==> src/rtl/timer_pwm_multi.sv <==
// Multi-channel timer/PWM generator: prescaled edge- or center-aligned counter
// with double-buffered period/compare/mode settings and registered PWM outputs.
module timer_pwm_multi #(
  parameter int COUNTER_BITS   = 16,
  parameter int NUM_CHANNELS   = 4,
  parameter int PRESCALER_BITS = 8
) (
  input  logic                                 i_clock,
  input  logic                                 i_reset,
  input  logic                                 i_enable,
  input  logic [PRESCALER_BITS-1:0]            i_prescale,
  input  logic                                 i_mode,
  input  logic [COUNTER_BITS-1:0]              i_top_value,
  input  logic [NUM_CHANNELS*COUNTER_BITS-1:0] i_compare_values,
  input  logic                                 i_update_request,
  output logic [COUNTER_BITS-1:0]              o_counter_value,
  output logic                                 o_direction,
  output logic                                 o_overflow,
  output logic [NUM_CHANNELS-1:0]              o_compare_match,
  output logic [NUM_CHANNELS-1:0]              o_pwm_out
);

  localparam int CW = COUNTER_BITS;
  localparam int NW = NUM_CHANNELS * COUNTER_BITS;
  localparam int PW = PRESCALER_BITS;

  logic [PW-1:0]           r_stg_presc, r_act_presc, r_presc_cnt;
  logic                    r_stg_mode, r_act_mode;
  logic [CW-1:0]           r_stg_top, r_act_top;
  logic [NW-1:0]           r_stg_cmp, r_act_cmp;
  logic                    r_pending;
  logic [CW-1:0]           r_counter;
  logic                    r_dir;
  logic                    r_overflow;
  logic [NUM_CHANNELS-1:0] r_match, r_pwm;

  logic                    w_tick, w_boundary, w_wrap, w_reload, w_restart;
  logic [CW-1:0]           w_cnt_next;
  logic                    w_dir_next;
  logic [PW-1:0]           w_src_presc;
  logic                    w_src_mode;
  logic [CW-1:0]           w_src_top;
  logic [NW-1:0]           w_src_cmp, w_new_cmp;
  logic [NUM_CHANNELS-1:0] w_match, w_pwm;

  always_comb begin
    w_tick     = i_enable && (r_presc_cnt >= r_act_presc);
    w_cnt_next = r_counter;
    w_dir_next = r_dir;
    w_boundary = 1'b0;
    // Next counter step under the active settings; >= guards keep it in range
    // after an enable-low reload left the counter sitting on the new top.
    if (r_act_top == '0) begin
      w_cnt_next = '0;
      w_dir_next = 1'b0;
      w_boundary = 1'b1;
    end else if (!r_act_mode) begin
      w_dir_next = 1'b0;
      if (r_counter >= r_act_top) begin
        w_cnt_next = '0;
        w_boundary = 1'b1;
      end else begin
        w_cnt_next = r_counter + CW'(1);
      end
    end else if (!r_dir && (r_counter < r_act_top)) begin
      w_cnt_next = r_counter + CW'(1);
      w_dir_next = (w_cnt_next == r_act_top);
    end else if (r_counter <= CW'(1)) begin
      w_cnt_next = '0;
      w_dir_next = 1'b0;
      w_boundary = 1'b1;
    end else begin
      w_cnt_next = r_counter - CW'(1);
      w_dir_next = 1'b1;
    end
    w_wrap = w_tick && w_boundary;

    // A request coinciding with a reload bypasses staging.
    w_src_presc = i_update_request ? i_prescale       : r_stg_presc;
    w_src_mode  = i_update_request ? i_mode           : r_stg_mode;
    w_src_top   = i_update_request ? i_top_value      : r_stg_top;
    w_src_cmp   = i_update_request ? i_compare_values : r_stg_cmp;
    w_reload    = (w_wrap && (r_pending || i_update_request)) || (!i_enable && r_pending);
    w_new_cmp   = w_reload ? w_src_cmp : r_act_cmp;
    w_restart   = w_reload && !i_enable &&
                  ((w_src_mode != r_act_mode) || (r_counter > w_src_top));

    w_match = '0;
    w_pwm   = '0;
    for (int i = 0; i < NUM_CHANNELS; i++) begin
      w_match[i] = (w_cnt_next == w_new_cmp[i*CW +: CW]);
      w_pwm[i]   = (w_cnt_next <  w_new_cmp[i*CW +: CW]);
    end
  end

  always_ff @(posedge i_clock) begin
    if (i_reset) begin
      r_stg_presc <= '0;
      r_stg_mode  <= 1'b0;
      r_stg_top   <= '0;
      r_stg_cmp   <= '0;
      r_act_presc <= '0;
      r_act_mode  <= 1'b0;
      r_act_top   <= '0;
      r_act_cmp   <= '0;
      r_pending   <= 1'b0;
      r_presc_cnt <= '0;
      r_counter   <= '0;
      r_dir       <= 1'b0;
      r_overflow  <= 1'b0;
      r_match     <= '0;
      r_pwm       <= '0;
    end else begin
      if (i_update_request) begin
        r_stg_presc <= i_prescale;
        r_stg_mode  <= i_mode;
        r_stg_top   <= i_top_value;
        r_stg_cmp   <= i_compare_values;
      end
      r_pending <= w_reload ? 1'b0 : (i_update_request ? 1'b1 : r_pending);
      if (w_reload) begin
        r_act_presc <= w_src_presc;
        r_act_mode  <= w_src_mode;
        r_act_top   <= w_src_top;
        r_act_cmp   <= w_src_cmp;
      end
      if (i_enable) r_presc_cnt <= w_tick ? '0 : r_presc_cnt + PW'(1);
      r_overflow <= w_wrap;
      r_match    <= '0;
      if (w_tick) begin
        r_counter <= w_cnt_next;
        r_dir     <= w_dir_next;
        r_match   <= w_match;
        r_pwm     <= w_pwm;
      end else if (w_restart) begin
        r_counter <= '0;
        r_dir     <= 1'b0;
      end
    end
  end

  assign o_counter_value = r_counter;
  assign o_direction     = r_dir;
  assign o_overflow      = r_overflow;
  assign o_compare_match = r_match;
  assign o_pwm_out       = r_pwm;

endmodule

==> config.mk <==
export PLATFORM = sky130hd
export DESIGN_NAME = timer_pwm_multi
export DESIGN_NICKNAME = d
export VERILOG_FILES = /design/src/rtl/timer_pwm_multi.sv
export SDC_FILE = /design/constraint.sdc
export NUM_CORES = 1
export LEC_CHECK = 0
export ABC_AREA = 1
export BUFFER_PORTS_ARGS = -buffer_cell sky130_fd_sc_hd__buf_4
export CAP_MARGIN = 20
export CELL_PAD_IN_SITES_DETAIL_PLACEMENT = 1
export CELL_PAD_IN_SITES_GLOBAL_PLACEMENT = 2
export CORE_ASPECT_RATIO = 2
export CORE_MARGIN = 4
export CORE_UTILIZATION = 25
export CTS_CLUSTER_DIAMETER = 80
export DETAILED_ROUTE_END_ITERATION = 6
export GPL_ROUTABILITY_DRIVEN = 1
export PLACE_DENSITY = 0.69
export SKIP_LAST_GASP = 1
export SYNTH_ARGS = -nofsm -noshare
export SYNTH_HDL_FRONTEND = slang
export SYNTH_SLANG_ARGS = --single-unit
export TNS_END_PERCENT = 20
==> constraint.sdc <==
create_clock -name i_clock -period 3.46 [get_ports i_clock]
set_input_delay 0.173 -clock i_clock [delete_from_list [all_inputs] [get_ports i_clock]]
set_output_delay 0.173 -clock i_clock [all_outputs]
set_load 0.01 [all_outputs]
**After elaboration in Yosys (flattened, before gate mapping)**

Cells that the tools add are included.

- ROM bits: 0
- Input bits: 93
- Logic and storage cells: 74
- Memories kept: 0
- Bits in latches: 0
- RAM bits: 0
- Output and inout bits: 26
- Bits in registers: 213

- Bitwise operators: 1
- Multiplexer cells: 24
- Reductions and logical operators: 16
- Multiply operators: 0
- Eq/ne operators: 6
- Shift operators: 0
- Magnitude comparators: 9
- $add $sub $neg: 3
- Divide/modulo/power cells: 0

Operator list:

| cell | count |
|---|---|
| two-way mux 16 bit | 8 |
| two-way mux 64 bit | 2 |
| equality test 16 bit | 5 |
| < comparator 16 bit | 5 |
| adder 16 x 1 -> 16 bit (second input constant) | 1 |
| >= comparator 16 bit | 1 |
| > comparator 16 bit | 1 |
| <= comparator 16 x 1 -> 1 bit (second input constant) | 1 |
| logical NOT 16 bit | 1 |
| two-way mux 8 bit | 2 |
| subtractor 16 x 1 -> 16 bit (second input constant) | 1 |
| two-way mux 1 bit | 12 |
| adder 8 x 1 -> 8 bit (second input constant) | 1 |
| >= comparator 8 bit | 1 |
| logical AND 1 bit | 7 |
| OR reduction 2 bit | 2 |
| logical OR 1 bit | 3 |
| logical NOT 1 bit | 2 |
| nonzero test 2 bit | 1 |
| inequality test 1 bit | 1 |
| inverter 1 bit | 1 |

**Depth between registers and ports, before layout**

- Depth in word-level cells: 12
- Mapped depth: 28
- Mapped depth without buffers: 27

**Worst setup path after synthesis**

No wires, ideal clock.

- Path type: reg-to-reg
- From: register r_counter[0], in the netlist o_counter_value[0]
- To: register r_pwm[1], in the netlist o_pwm_out[1]
- Setup time: 74 ps
- Required time: 3386 ps
- Clock period less this slack: 3110 ps
- Data arrival time: 3036 ps
- Buffers on the path: 2
- Cell stages (with the launch flop): 27
- Slack: 350 ps
- Path through: dfxtp_1 -> inv_1 -> ha_1 -> inv_1 -> nand2_1 -> nand2_1 -> nand2_1 -> nand2_1 -> nand2_1 -> nand2_1 -> nand2_1 -> nand3_1 -> nand2_1 -> nand2_2 -> nand4_2 -> buf_6 -> buf_6 -> nand3_2 -> nand2_2 -> ha_1 -> nand2_1 -> inv_1 -> a221oi_1 -> nor2_1 -> o21ai_0 -> o211ai_1 -> o21ai_0

- Word-level cells in the longest chain between the ends: 10
- Elaborated cells between the ends (all ways): 21
- Those cells by class: add/sub (2); order compare (4); mux (11); reduce/logical (4)

Ends and longest elaborated chain:

| item | line | source |
|---|---|---|
| start: declaration | 32 | `logic [CW-1:0] r_counter;` |
| start signal: assignment | 131 | `r_counter <= w_cnt_next;` |
| <= comparator 16 x 1 -> 1 bit / < comparator 16 bit (equally long branches) | 68, 65 |  |
| two-way mux 1 bit / logical AND 1 bit (equally long branches) | 68, 65 |  |
| two-way mux 1 bit | 65 | `end else if (!r_dir && (r_counter < r_act_top)) begin` |
| two-way mux 1 bit | 57 | `end else if (!r_act_mode) begin` |
| two-way mux 1 bit | 53 | `if (r_act_top == '0) begin` |
| logical AND 1 bit | 76 | `w_wrap = w_tick && w_boundary;` |
| logical AND 1 bit | 83 | `w_reload = (w_wrap && (r_pending \|\| i_update_request)) \|\| (!i_enable && r_pending);` |
| logical OR 1 bit | 83 |  |
| two-way mux 64 bit | - |  |
| < comparator 16 bit (*) | 92 | `w_pwm[i] = (w_cnt_next < w_new_cmp[i*CW +: CW]);` |
| end signal: assignment | 134 | `r_pwm <= w_pwm;` |
| end: declaration | 35 | `logic [NUM_CHANNELS-1:0] r_match, r_pwm;` |

Every way passes the cells marked *; elsewhere a longest branch is shown, timed or not.
A chain may end at the register's enable or synchronous reset.

**Worst setup path after layout**

- From: register r_counter[8], in the netlist o_counter_value[8]
- To: register r_pwm[1], in the netlist o_pwm_out[1]

The elaborated chain is that of the path after synthesis.

==> run metrics <==
MaxCap Viol Count 0; die width ~170 um; Top FF cell, synth dfxtp_1; CTS Sinks 213; Max Freq between 0.2 and 0.3 GHz; PwrDens 1120 mW/mm^2; Async S/R FF share, synth 0; H-tree lvl count 1; CP startpoint kind flop; status finished clean; synthesis-to-finish area growth 37.1%; clock-pin slew on the worst setup and hold paths approximately 0.07 ns; total grt overflow 0; Final ANT Viol Nets 0; port bufs between 100 and 150; TritonCTS clock tree done; drt drc 0; Post-synth EDFFs 0; crit path time final ~3.4 ns; slowest cell on the critical path dfxtp_2; count of cell types in the netlist 44; most area-consuming cells after synthesis dfxtp_1 (34%), ha_1 (11%), mux2i_1 (7.0%); CP peak stage delay around 0.36 ns; initial antenna violation count 0; most frequent cell after synthesis dfxtp_1; VDD IR max 490 uV; Synth warnings 0; Layout Skew around 0.013 ns; Post-Syn Instances 1615; vias in the first global route roughly 13000; Core Area 0.0501 sq mm; worst hold path class primary input to flop; io pins ~120; routability-driven placement congestion ratio 0.930; Die Footprint 0.0544 sq mm; synthesized area 0.0126 sq mm; Total GRT Usage 0.172; CTS root buffer clkbuf_16; share of the synthesized area in the top cell type 0.337; Seq cells post-synth around 210; diode count 0; drt wl/cell roughly 19 um; Slew Limit Fails 0; drt pass-1 iters 4; Avg Cell Area, Syn around 8 sq um; CP max FO 8; Worst Tran Pin Value between 0.6 and 0.7 ns; final net count 2105; cts bufs inserted 24; CTS max path bufs 3; critical-path cell list buf_4 -> nor2_4 -> nand2_2 -> nor2_4 -> nand4_1 -> a21oi_2 -> nand2_1 -> nand2_2 -> buf_6 -> nand4_4 -> buf_12 -> buf_12 -> nand3_2 -> nand2_4 -> ha_4 -> nand4_1 -> nor4_4 -> o21ai_1 -> o211ai_1 -> o21ai_1; fraction of layout cells with a size suffix above 1 0.275; leakage power between 0.008 and 0.009 uW; later-pin clock latency in the skew report between 0.5 and 0.6 ns; Setup CP Type flop to flop; largest net degree at the start of global routing 87; initial DRC count between 400 and 500; CP Capture Type flop; Seq/Total Area, Yosys 0.337; Mapped Nets ~1800; final cycle utilization of the critical path 0.982; final hold vios 0; critical path arrival roughly 3.8 ns; vias after detailed routing about 12000; Yosys top cell by area dfxtp_1; Initial Util 0.252; Routed WL 48.0 mm; RSZ-0062 raised after global routing yes; overall power ~19000 uW; Die Y about 330 um; mean number of vias per cell between 4 and 5; first-pass GRT wire length between 70 and 80 mm; final instance area around 0.017 sq mm; Data required, critical path about 3.9 ns; relative slew slack 0.535; hpwl dp between 30 and 40 mm; Final setup viols 0; row count between 100 and 150; Post-synth top cells dfxtp_1 (213), nor2_1 (211), nand2_1 (200); Placed Area around 0.015 sq mm
==> sequential cells by signal, indices dropped and copies added, names as in the netlist, 4 cells and up <==
register         count
r_act_cmp           64
r_presc_cnt          8
o_pwm_out            4
r_stg_cmp           64
r_stg_presc          8
r_act_presc          8
r_stg_top           16
r_act_top           16
o_compare_match      4
o_counter_value     16
==> layout by cell type, fill, tap and decap left out, drive strengths merged, types with 28 or more instances in the layout <==
master	instances
mux2i	88
inv	178
dlygate4sd3	101
dfxtp	213
buf	240
o21ai	49
nand4	28
a21oi	47
nand3	207
ha	108
nor2	274
nand2	262
clkbuf	35
==> through the flow <==
stage / util / setup TNS [ns] / hold WS (ns) / cells / setup WS [ns]
final: 0.346 / 0 / 0.0307 / 2571 / 0.0624
after global routing: 0.346 / -0.609 / 0.0313 / 2571 / -0.127
after CTS: 0.340 / 0 / 0.00464 / 2569 / 0.0137
after detailed placement: 0.299 / -0.371 / 0.447 / 2419 / -0.161
after global placement: 0.299 / 0 / 0.440 / 2419 / 0.0192
after floorplan: - / 0 / 0.313 / 1615 / 0.350
==> final cells by class <==
cell class | count | area [sq um]
inverter | 178 | 668
fill | 5975 | 32700
tap | 649 | 812
clock buffer | 35 | 712
multi-input combinational | 1144 | 7640
timing repair buffer | 343 | 3100
clock inverter | 9 | 120
sequential | 213 | 4270
==> cell families after synthesis <==
kind of cell             synth area share
AND/OR/NAND/NOR                     0.315
buffers and inverters              0.0864
multiplexers                       0.0697
flip-flops                          0.337
AO/OA/AOI/OAI                      0.0596
adder cells (fa/ha/maj)             0.107
XOR/XNOR                           0.0251
==> path summary, 6_finish.rpt <==
| check | startpoint | endpoint | slack, ns | cells after the start |
|---|---|---|---|---|
| worst max register to register | o_counter_value[8] | o_pwm_out[1] | 0.06 | 20 |
| worst max-delay path | o_counter_value[8] | o_pwm_out[1] | 0.06 | 20 |
| worst min-delay path | i_top_value[8] | r_stg_top[8] | 0.03 | 3 |
| worst min register to register | r_act_top[4] | r_act_top[4] | 0.48 | 2 |
==> worst max-delay path, delay by kind of cell, from the launching register on <==
family | cells | cell delay [ns]
AOI/OAI and AO/OA | 4 | 0.50
adders and majority gates | 1 | 0.27
buffers and inverters | 4 | 0.60
DFF | 1 | 0.36
and+or+nand+nor | 11 | 1.52
==> per-layer routing <==
layer	wire length [um]	global-route usage	part of all wire	up-vias
li1	-	-	-	5867
met5	0	0	0	-
met3	1340	0.0152	0.028	109
met2	26600	0.346	0.55	237
met1	16800	0.169	0.35	5695
met4	3290	0.0936	0.068	0
==> report_power, final <==
group	internal (uW)	total, uW	switching (uW)
logic	5430	13400	8000
registers	3050	3280	234
clock network	1590	2720	1130
==> timing repair <==
item,CTS,global route
buffers inserted,3,1
setup endpoints to repair,6,8
hold buffers,101,0
endpoints found under the hold margin,97,0
pin swaps,7,16
gates resized for setup,16,59
cloned,2,0
No activity file was read; power rests on OpenSTA's default activity.
